<file path="config.mk">
export PLATFORM = sky130hd
export DESIGN_NAME = axi_read_arbiter_2x1
export DESIGN_NICKNAME = d
export VERILOG_FILES = /design/src/rtl/axi_read_arbiter_2x1.sv
export SDC_FILE = /design/constraint.sdc
export NUM_CORES = 1
export LEC_CHECK = 0
export ABC_AREA = 1
export CORE_MARGIN = 2
export CORE_UTILIZATION = 29
export DETAILED_ROUTE_END_ITERATION = 6
export PLACE_DENSITY = 0.87
export SYNTH_ARGS = -nofsm -noshare
export SYNTH_HDL_FRONTEND = slang
export SYNTH_SLANG_ARGS = --single-unit
</file>
<file path="constraint.sdc">
create_clock -name ACLK -period 1.45 [get_ports ACLK]
set_input_delay 0.29 -clock ACLK [delete_from_list [all_inputs] [get_ports ACLK]]
set_output_delay 0.29 -clock ACLK [all_outputs]
set_load 0.02 [all_outputs]
</file>
<file path="src/rtl/axi_read_arbiter_2x1.sv">
// Round-robin arbiter sharing one AXI4 read port (AR/R) between two masters.
// One burst in flight; grant held from AR issue until the RLAST beat completes.
package params_pkg;
    localparam int AXI_ID_WIDTH   = 4;
    localparam int AXI_ADDR_WIDTH = 32;
    localparam int AXI_DATA_WIDTH = 32;
    localparam int AXI_LEN_WIDTH  = 8;
endpackage

module axi_read_arbiter_2x1
    import params_pkg::*;
#(
    parameter int ID_WIDTH   = AXI_ID_WIDTH,
    parameter int ADDR_WIDTH = AXI_ADDR_WIDTH,
    parameter int DATA_WIDTH = AXI_DATA_WIDTH,
    parameter int LEN_WIDTH  = AXI_LEN_WIDTH
) (
    input  logic                    ACLK,
    input  logic                    ARESETn,
    input  logic [1:0]              s_arvalid,
    output logic [1:0]              s_arready,
    input  logic [2*ID_WIDTH-1:0]   s_arid,
    input  logic [2*ADDR_WIDTH-1:0] s_araddr,
    input  logic [2*LEN_WIDTH-1:0]  s_arlen,
    input  logic [5:0]              s_arsize,
    input  logic [3:0]              s_arburst,
    output logic [1:0]              s_rvalid,
    input  logic [1:0]              s_rready,
    output logic [ID_WIDTH-1:0]     s_rid,
    output logic [DATA_WIDTH-1:0]   s_rdata,
    output logic [1:0]              s_rresp,
    output logic                    s_rlast,
    output logic                    m_arvalid,
    input  logic                    m_arready,
    output logic [ID_WIDTH-1:0]     m_arid,
    output logic [ADDR_WIDTH-1:0]   m_araddr,
    output logic [LEN_WIDTH-1:0]    m_arlen,
    output logic [2:0]              m_arsize,
    output logic [1:0]              m_arburst,
    input  logic                    m_rvalid,
    output logic                    m_rready,
    input  logic [ID_WIDTH-1:0]     m_rid,
    input  logic [DATA_WIDTH-1:0]   m_rdata,
    input  logic [1:0]              m_rresp,
    input  logic                    m_rlast,
    output logic                    len_err
);
    typedef enum logic [1:0] {S_IDLE, S_ADDR, S_DATA} state_t;

    state_t               r_state;
    logic                 r_grant;
    logic                 r_prio;
    logic                 r_len_err;
    logic [LEN_WIDTH:0]   r_beat_cnt;
    logic [LEN_WIDTH-1:0] r_len_q;

    logic w_pick;
    logic w_ar_hs;
    logic w_r_hs;

    assign w_pick  = s_arvalid[r_prio] ? r_prio : ~r_prio;
    assign w_ar_hs = m_arvalid & m_arready;
    assign w_r_hs  = m_rvalid & m_rready;
    assign len_err = r_len_err;

    always_ff @(posedge ACLK or negedge ARESETn) begin
        if (!ARESETn) begin
            r_state    <= S_IDLE;
            r_grant    <= 1'b0;
            r_prio     <= 1'b0;
            r_len_err  <= 1'b0;
            r_beat_cnt <= '0;
            r_len_q    <= '0;
        end else begin
            unique case (r_state)
                S_IDLE: begin
                    if (|s_arvalid) begin
                        r_grant <= w_pick;
                        r_state <= S_ADDR;
                    end
                end
                S_ADDR: begin
                    if (w_ar_hs) begin
                        r_len_q    <= m_arlen;
                        r_beat_cnt <= '0;
                        r_state    <= S_DATA;
                    end
                end
                S_DATA: begin
                    if (w_r_hs) begin
                        r_beat_cnt <= r_beat_cnt + 1'b1;
                        // RLAST ends the burst even when the count disagrees
                        if (m_rlast) begin
                            if (r_beat_cnt != {1'b0, r_len_q})
                                r_len_err <= 1'b1;
                            r_prio  <= ~r_grant;
                            r_state <= S_IDLE;
                        end
                    end
                end
                default: r_state <= S_IDLE;
            endcase
        end
    end

    always_comb begin
        s_arready = '0;
        m_arvalid = 1'b0;
        m_arid    = '0;
        m_araddr  = '0;
        m_arlen   = '0;
        m_arsize  = '0;
        m_arburst = '0;
        s_rvalid  = '0;
        m_rready  = 1'b0;
        s_rid     = '0;
        s_rdata   = '0;
        s_rresp   = '0;
        s_rlast   = 1'b0;
        unique case (r_state)
            S_ADDR: begin
                m_arvalid          = s_arvalid[r_grant];
                s_arready[r_grant] = m_arready;
                m_arid    = r_grant ? s_arid[2*ID_WIDTH-1:ID_WIDTH]
                                    : s_arid[ID_WIDTH-1:0];
                m_araddr  = r_grant ? s_araddr[2*ADDR_WIDTH-1:ADDR_WIDTH]
                                    : s_araddr[ADDR_WIDTH-1:0];
                m_arlen   = r_grant ? s_arlen[2*LEN_WIDTH-1:LEN_WIDTH]
                                    : s_arlen[LEN_WIDTH-1:0];
                m_arsize  = r_grant ? s_arsize[5:3] : s_arsize[2:0];
                m_arburst = r_grant ? s_arburst[3:2] : s_arburst[1:0];
            end
            S_DATA: begin
                s_rvalid[r_grant] = m_rvalid;
                m_rready          = s_rready[r_grant];
                s_rid             = m_rid;
                s_rdata           = m_rdata;
                s_rresp           = m_rresp;
                s_rlast           = m_rlast;
            end
            default: ;
        endcase
    end
endmodule

</file>
==> run summary <==
Status - finished, violations left
Failing checks - negative setup slack
Crit path launch type - flip-flop
Internal reg-to-reg setup slack - -200 ps
CTS tree - yes
Vias per cell - 4.89
EDFF count, synth - 0
Final wirelength - 13800 µm
Setup TNS - -26430 ps
Tmin final - 1840 ps
CP endpoint kind - primary output
Max-Cap Viols - 0
RePlAce Congestion - 0.908
Arrival @ worst endpoint - 1550 ps
I/O pin count - 240
Pwr Total - 10.6 mW
CTS buffer count - 3
Global-route usage over all layers - 0.265
P_leak - 2.92 nW
Layout cell share with drive strength beyond 1 - 0.456
Critical path fanouts, max - 12
Area growth syn-to-layout - 170%
Mapped cell area - 0.00230 mm²
Initial core utilization - 0.298
Clk pwr share - 0.055
Setup CP Type - reg -> out
Internal power - 5.34 mW
Skew-Pair Late Insertion Delay - 270 ps
H-tree depth - 1
Clock sinks - 22
# placed instances - 779
Yosys cell types - 26
R2R cell count - 8
Final setup fails - 115
Pin count of the biggest net entering global routing - 23
RSZ-0062 raised after global routing - true
Sequential area share after synthesis - 0.239
Hold-fix buffers, CTS - 0
Fin area - 0.00621 mm²
Mapped Cells - 419
Synth area leader - nand2_1
Gr ovfl total - 0
FILL cells - 447
Post-synth top flop - dfrtp_1
DP Area - 0.00537 mm²
Pwr Density - 1700 mW/mm²
Final core occ - 0.804
Reg2reg start - r_grant$_DFFE_PN0P_
Initial DRC Count - 172
Initial antenna violation count - 0
Sequential power share - 0.090
Ys async rst share - 1.00
HPWL Detailed - 9320 µm
Via count - 3906
First-pass GRT wire length - 18400 µm
Dpl ws - -528 ps
Routed len/inst - 17.2 µm
Area contributors post-synth - nand2_1 (25%), dfrtp_1 (24%), a21oi_1 (11%), inv_1 (10%), nor2_1 (7.7%)
Final #Nets - 844
Switch Pwr - 5.25 mW
Final Hold Slack - 366 ps
Final Hold Fails - 0
CTS Root Cell - clkbuf_8
Vias in the first global route - 3885
CORE AREA - 0.00773 mm²
Ant diodes - 0
CTS Buffer Depth - 2
Share of total power in combinational logic - 0.855
Slew Viols, Final - 0
Die Width - 93.1 µm
RR Endpoint - r_beat_cnt[3]$_DFFE_PN0P_
PnR worst setup slack - -389 ps
F_max - 544 MHz
Max_slew headroom - 0.809
Critical path data required time - 1160 ps
Number of remaining DRC errors - 0
Syn Nets - 565
Share of Yosys cell area claimed by the top area cell type - 0.252
Fin crit share - 1.27
Worst clock skew - 9.07 ps
Die Area - 0.00868 mm²
Die Y - 93.1 µm
Avg Cell Area, Syn - 5.50 µm²
# port buffers - 239
Total iterations of the first detailed-routing run - 5
Clock-pin slew on the worst setup and hold paths - 90 ps
Number of core rows - 32
Tightest Hold Check Type - in -> async
Most common library cells after synthesis - nand2_1 (155), inv_1 (63), a21oi_1 (52)
Antenna viol nets, final - 0
Peak VDD IR - 1320 µV
Dominant cell by count in the synthesized netlist - nand2_1
Yosys warnings - 0
Worst slew pin tran - 286 ps
Final Non-Filler Cells - 799
Switching Share - 0.496
Seq cells post-synth - 22
worst max path at each step:
stage | startpoint | end | slack, ps
final | r_grant$_DFFE_PN0P_ | m_araddr[0] | -390
after global placement | s_arlen[10] | m_arlen[2] | -530
after global routing | r_grant$_DFFE_PN0P_ | m_araddr[0] | -400
after floorplan | r_grant$_DFFE_PN0P_ | m_araddr[0] | -90
after detailed placement | r_grant$_DFFE_PN0P_ | m_arlen[2] | -530
after CTS | r_grant$_DFFE_PN0P_ | m_araddr[29] | -290
layout by cell type (no fill, tap or decap), types with 9 or more instances in the layout:
master and count:
nand3_1 9, nor2_2 29, nand2_4 10, buf_6 69, clkdlybuf4s50_1 144, a21oi_2 31
buf_12 11, nand2_2 30, o21ai_2 11, a21oi_4 19, nand2_1 116, dfrtp_1 21
inv_1 61, nor2_1 10, buf_4 63, nor2_4 10
final cells by class:
class,instances,area [µm²],area share
Timing Repair Buffer,295,3080,0.496
Sequential cell,22,552,0.0888
Inverter,69,300,0.0483
Multi-Input combinational cell,305,2060,0.331
Timing Repair inverter,2,25.0,0.00403
Clock buffer,3,41.3,0.00665
Clock inverter,1,30.0,0.00483
Tap cell,102,128,0.0205
worst max-delay path: stages (launching register included):
cell and delay [ps]:
dfrtp_2 480, clkinv_4 130, buf_8 160, nand2_1 150, a21oi_4 210, buf_6 140
what timing repair did:
| item | CTS | global route |
|---|---|---|
| pin swaps | 3 | 9 |
| gates cloned | 2 | 5 |
| resized for setup | 583 | 105 |
| endpoints found under the setup margin | 115 | 112 |
| buffers inserted | 5 | 4 |
routing by layer:
| metal | part of all wire | global-route usage | vias up |
|---|---|---|---|
| li1 | - | - | 1835 |
| met1 | 0.33 | 0.271 | 1849 |
| met5 | 0 | 0 | - |
| met3 | 0.070 | 0.0661 | 38 |
| met2 | 0.57 | 0.527 | 184 |
| met4 | 0.033 | 0.0686 | 0 |
power by group through the flow:
| stage | Sequential, mW | Clock [mW] | Combinational, mW |
|---|---|---|---|
| global route | 0.961 | 0.605 | 9.50 |
| detailed placement | 0.912 | 0 | 7.11 |
| floorplan | 0.881 | 0 | 3.86 |
| CTS | 0.923 | 0.591 | 7.84 |
| global placement | 0.904 | 0 | 6.98 |
| finish | 0.948 | 0.585 | 9.06 |
logic make-up (layout without fill, tap and decap cells):
| family | after synthesis | after routing | share of synthesized area |
|---|---|---|---|
| DFF | 22 | 22 | 0.239 |
| buffers and inverters | 92 | 370 | 0.169 |
| xor gates and xnor gates | 2 | 2 | 0.00760 |
| adders and majority gates | 1 | 1 | 0.00543 |
| and+or+nand+nor | 228 | 228 | 0.408 |
| AOI/OAI and AO/OA | 74 | 74 | 0.171 |
sequential cells by signal, indices dropped and copies added (netlist names):
| register | cells |
|---|---|
| r_beat_cnt | 9 |
| r_prio | 1 |
| r_grant | 1 |
| len_err | 1 |
| r_state | 2 |
| r_len_q | 8 |
(Power assumes the default switching activity.)
